==> src/rtl/lottery_input_ctrl.sv <==
// lottery_input_ctrl
//   Input conditioner in front of the lottery game FSM. Synchronises and
//   debounces the insert/finish pushbuttons and the digit switches. It emits
//   clean one-cycle insert/finish pulses and a held digit value. Out-of-range
//   digits and premature finish requests never reach the game.
// Ports
//   clk             rising-edge system clock
//   reset           asynchronous active-low reset
//   btn_insert_raw  raw insert button (async, bouncy)
//   btn_finish_raw  raw finish button (async, bouncy)
//   sw_num[3:0]     raw digit switches (async)
//   num[3:0]        last accepted digit
//   insert          one-cycle pulse: digit on num accepted
//   finish          one-cycle pulse: game complete
//   digit_err       sticky: last insert attempt was out of range
//   digit_count     digits accepted in the current game
module lottery_input_ctrl #(
    parameter int unsigned DEBOUNCE_CYCLES = 16,
    parameter int unsigned MAX_DIGIT       = 9,
    parameter int unsigned NUM_DIGITS      = 5,
    parameter bit          BTN_ACTIVE_LOW  = 1'b1
) (
    input  logic       clk,
    input  logic       reset,
    input  logic       btn_insert_raw,
    input  logic       btn_finish_raw,
    input  logic [3:0] sw_num,
    output logic [3:0] num,
    output logic       insert,
    output logic       finish,
    output logic       digit_err,
    output logic [2:0] digit_count
);

    localparam int unsigned CW      = $clog2(DEBOUNCE_CYCLES);
    localparam logic [CW-1:0] CNT_MAX = CW'(DEBOUNCE_CYCLES - 1);
    localparam logic [3:0] MAX_D    = 4'(MAX_DIGIT);
    localparam logic [2:0] NUM_D    = 3'(NUM_DIGITS);

    typedef enum logic {
        COLLECT,
        READY
    } state_t;

    // Bit 0 = insert, bit 1 = finish; 1 means pressed regardless of board polarity.
    logic [1:0]    raw_pressed;
    logic [1:0]    btn_s1, btn_s2;
    logic [1:0]    db, db_q, ev;
    logic [CW-1:0] cnt [2];
    logic [3:0]    sw_s1, sw_s;

    assign raw_pressed = BTN_ACTIVE_LOW ? ~{btn_finish_raw, btn_insert_raw}
                                        :  {btn_finish_raw, btn_insert_raw};

    always_ff @(posedge clk or negedge reset) begin
        if (!reset) begin
            btn_s1 <= '0;
            btn_s2 <= '0;
            sw_s1  <= '0;
            sw_s   <= '0;
            db     <= '0;
            db_q   <= '0;
            ev     <= '0;
            for (int unsigned i = 0; i < 2; i++) cnt[i] <= '0;
        end else begin
            btn_s1 <= raw_pressed;
            btn_s2 <= btn_s1;
            sw_s1  <= sw_num;
            sw_s   <= sw_s1;
            for (int unsigned i = 0; i < 2; i++) begin
                if (btn_s2[i] == db[i]) begin
                    cnt[i] <= '0;
                end else if (cnt[i] == CNT_MAX) begin
                    db[i]  <= btn_s2[i];
                    cnt[i] <= '0;
                end else begin
                    cnt[i] <= cnt[i] + CW'(1);
                end
            end
            db_q <= db;
            // Press event only on released->pressed; releases are ignored.
            ev   <= db & ~db_q;
        end
    end

    state_t     state_q, state_d;
    logic [3:0] num_d;
    logic       insert_d, finish_d, err_d;
    logic [2:0] count_d;

    always_ff @(posedge clk or negedge reset) begin
        if (!reset) begin
            state_q     <= COLLECT;
            num         <= '0;
            insert      <= 1'b0;
            finish      <= 1'b0;
            digit_err   <= 1'b0;
            digit_count <= '0;
        end else begin
            state_q     <= state_d;
            num         <= num_d;
            insert      <= insert_d;
            finish      <= finish_d;
            digit_err   <= err_d;
            digit_count <= count_d;
        end
    end

    always_comb begin
        state_d  = state_q;
        num_d    = num;
        insert_d = 1'b0;
        finish_d = 1'b0;
        err_d    = digit_err;
        count_d  = digit_count;
        case (state_q)
            COLLECT: begin
                // A finish event here is dropped, including when it coincides with insert.
                if (ev[0]) begin
                    if (sw_s <= MAX_D) begin
                        num_d    = sw_s;
                        insert_d = 1'b1;
                        count_d  = digit_count + 3'd1;
                        err_d    = 1'b0;
                        if (count_d == NUM_D) state_d = READY;
                    end else begin
                        err_d = 1'b1;
                    end
                end
            end
            READY: begin
                // A simultaneous insert wins (and is ignored), so finish is dropped.
                if (ev[1] && !ev[0]) begin
                    finish_d = 1'b1;
                    count_d  = '0;
                    err_d    = 1'b0;
                    state_d  = COLLECT;
                end
            end
            default: state_d = COLLECT;
        endcase
    end

endmodule

==> config.mk <==
export PLATFORM = sky130hd
export DESIGN_NAME = lottery_input_ctrl
export DESIGN_NICKNAME = d
export VERILOG_FILES = /design/src/rtl/lottery_input_ctrl.sv
export SDC_FILE = /design/constraint.sdc
export NUM_CORES = 1
export LEC_CHECK = 0
export CAP_MARGIN = 0
export CORE_MARGIN = 2
export CORE_UTILIZATION = 47
export CTS_CLUSTER_SIZE = 20
export DETAILED_ROUTE_END_ITERATION = 12
export GPL_TIMING_DRIVEN = 0
export HOLD_SLACK_MARGIN = 0.06
export PLACE_DENSITY = 0.72
export SLEW_MARGIN = 20
export SYNTH_ARGS = -nofsm -noshare
export SYNTH_HDL_FRONTEND = slang
export SYNTH_SLANG_ARGS = --single-unit
==> constraint.sdc <==
create_clock -name clk -period 1.24 [get_ports clk]
set_input_delay 0.186 -clock clk [delete_from_list [all_inputs] [get_ports clk]]
set_output_delay 0.186 -clock clk [all_outputs]
set_load 0.05 [all_outputs]
==> flow_metrics.tcl <==
set metrics [dict create \
    cts_max_level 2 \
    grt_pass1_wl_mm 3.23 \
    critPathMaxFanout 4 \
    initialDrtViolationCount 15 \
    worstSetupPathType "reg2reg" \
    place_area_um2 1610 \
    clkTransAtPathRegs_ns 0.11 \
    async_reset_ff_share_pct 100 \
    slowest_delay_ns 0.44 \
    place_congestion 0.777 \
    clkLatencyLatePin_ns 0.33 \
    start_util_pct 49.9 \
    die_w_um 58.3 \
    ff2ff_setup_slack_ns 0.05 \
    rr_worst_depth 4 \
    hp-class "in2async" \
    synth_area_leaders "dfrtp_1, ha_1, mux2_4" \
    wirelength_mm 1.94 \
    ys_ff_latch 37 \
    ant_nets 0 \
    syn_area_um2 1390 \
    synth_top_area_cell "dfrtp_1" \
    fmax_ghz 0.841 \
    dr.pass1.iters 4 \
    rsz0062_at_grt "no" \
    tritoncts "done" \
    synthTopCellsByCount "dfrtp_1, inv_1" \
    dp_cells 149 \
    clk_path_buf_depth 2 \
    cp_top_family "flip-flops" \
    cp.buffers_inverters 0 \
    setup_viol 0 \
    grt.total_usage_pct 13.1 \
    rr_startpoint "digit_count[0]" \
    worstPathCellList "ha_1 -> xor2_1 -> nand3_1 -> o21ai_0" \
    dpl.hpwl_mm 1.36 \
    vias 816 \
    p_per_area_nw_per_um2 1320 \
    placementRows 19 \
    fin_crit_ns 1.19 \
    synth.yosys.seq_area_share_pct 66.7 \
    tns_ns 0 \
    yosys.cell_count.top_type "dfrtp_1" \
    vdd_drop_max_v 0.000943 \
    ys.flop_type "dfrtp_1" \
    hold_slack_ns 0.233 \
    arrival_ns 1.45 \
    syn_inst 100 \
    synth_nets 112 \
    status "finished, final reports clean" \
    die_area_um2 3400 \
    finalHoldViolCount 0 \
    layout.nets 141 \
    synth_edf_count 0 \
    cap_violations 0 \
    drv_slew 0 \
    power.leakage_uw 0.000828 \
    grt_overflow 0 \
    ys_warn_count 0 \
    final_area_um2 1700 \
    startpoint "digit_count[0]" \
    max_slew_margin_pct 76.3 \
    fin_crit_sh_pct 95.9 \
    fin_skew_ns 0.0105 \
    worst-path-stages 4 \
    end_kind "register" \
    worst_pin_slew_ns 0.353 \
    die_h_um 58.3 \
    synth.top_cell.area_share_pct 66.7 \
    utilization_pct 61.0 \
    startpoint_type "register" \
    syn_to_final_growth_pct 22.4 \
    cp_slowest_cell "dfrtp_2" \
    grt_max_degree 29 \
    diodes 0 \
    root_buffer "clkbuf_4" \
    drc 0 \
    layout-drive-gt1-share_pct 27.7 \
    clock-sinks 37 \
    fin_cells 161 \
    ioPinCount 18 \
    core_um2 2780 \
    portBuffers 17 \
    ys_types 28 \
    wire_per_inst_um 12.1 \
    vias_per_cell 5.07 \
    r2r-end "state_q" \
    timing.critical_path.to "state_q" \
    synth_area_per_cell_um2 13.9 \
    crit_required_ns 1.50 \
    antenna_found_initial 0 \
    grt_pass1_vias 751 \
    numCtsBuffers 5 \
]
[registers in the layout, summed over array words and instances, names as in the netlist]
name	cells
btn_s1	2
btn_s2	2
cnt	8
db	2
db_q	2
digit_count	3
digit_err	1
ev	2
finish	1
insert	1
num	4
state_q	1
sw_s	4
sw_s1	4
[worst min path at each step]
| stage | start | endpoint | slack (ns) |
|---|---|---|---|
| floorplan | reset | btn_s1[0] | -0.11 |
| global placement | btn_s1[1] | btn_s2[1] | 0.33 |
| detailed placement | reset | digit_count[2] | 0.07 |
| CTS | reset | digit_err | 0.23 |
| global route | reset | state_q | 0.23 |
| finish | reset | state_q | 0.23 |
[layout make-up]
cell class	count	area [µm²]
Fill cell	224	1080
Clock inverter	1	30.0
Multi-Input combinational cell	55	442
Clock buffer	7	55.1
Tap cell	31	38.8
Timing Repair Buffer	22	173
Sequential cell	37	930
Inverter	8	30.0
[timing repair]
action | CTS | global route
endpoints found under the setup margin | 14 | 9
hold buffers | 1 | 0
gates resized for setup | 47 | 9
endpoints found under the hold margin | 37 | 0
setup buffers | 2 | 1
[stage by stage]
| stage | power [µW] | setup WS (ns) |
|---|---|---|
| 2_1_floorplan | 1350 | 0.00167 |
| 3_3_place_gp | 1400 | -0.874 |
| 3_5_place_dp | 1410 | -0.150 |
| 4_1_cts | 2270 | -0.113 |
| 5_1_grt | 2340 | 0.00220 |
| 6_report | 2240 | 0.0510 |
[routing by layer]
| metal | up-vias | part of all wire, % | global-route usage [%] |
|---|---|---|---|
| li1 | 405 | - | - |
| met1 | 389 | 45 | 16.3 |
| met2 | 20 | 47 | 19.6 |
| met3 | 2 | 6.5 | 6.59 |
| met4 | 0 | 1.1 | 4.98 |
| met5 | - | 0 | 0 |
[layout by cell type, fill, tap and decap left out, types with 3 or more instances in the layout]
master           instances
buf_4                    3
nor2b_1                  4
a21oi_1                  3
inv_1                    8
dfrtp_2                  3
nor2_1                   3
xnor2_1                  4
a311oi_1                 3
nand3_1                  3
dfrtp_1                 34
clkbuf_4                 7
mux2_4                   3
nand2_1                  4
o21ai_0                  3
buf_2                    9
clkdlybuf4s50_1          6
[kinds of logic after synthesis]
group                    after synthesis  share of synthesized area, %
buffers and inverters                  8                          2.16
AO/OA/AOI/OAI                         19                          10.2
XOR/XNOR                               5                          3.16
flip-flops                            37                          66.7
adder cells (fa/ha/maj)                4                          3.61
AND/OR/NAND/NOR                       22                          9.29
multiplexers                           5                          4.87
[worst reg2reg max path: cells and delay by family, from the launching register on]
family          cells  cell delay (ns)
compound gates      1             0.16
simple gates        1             0.10
flops               1             0.44
xor+xnor            1             0.17
fa+ha+maj           1             0.23
[power by group]
part	internal [µW]	switching, µW
registers	1240	30.2
clock network	482	361
logic	60.3	59.9
total	1790	451
Power figures use the tool's default switching activity.
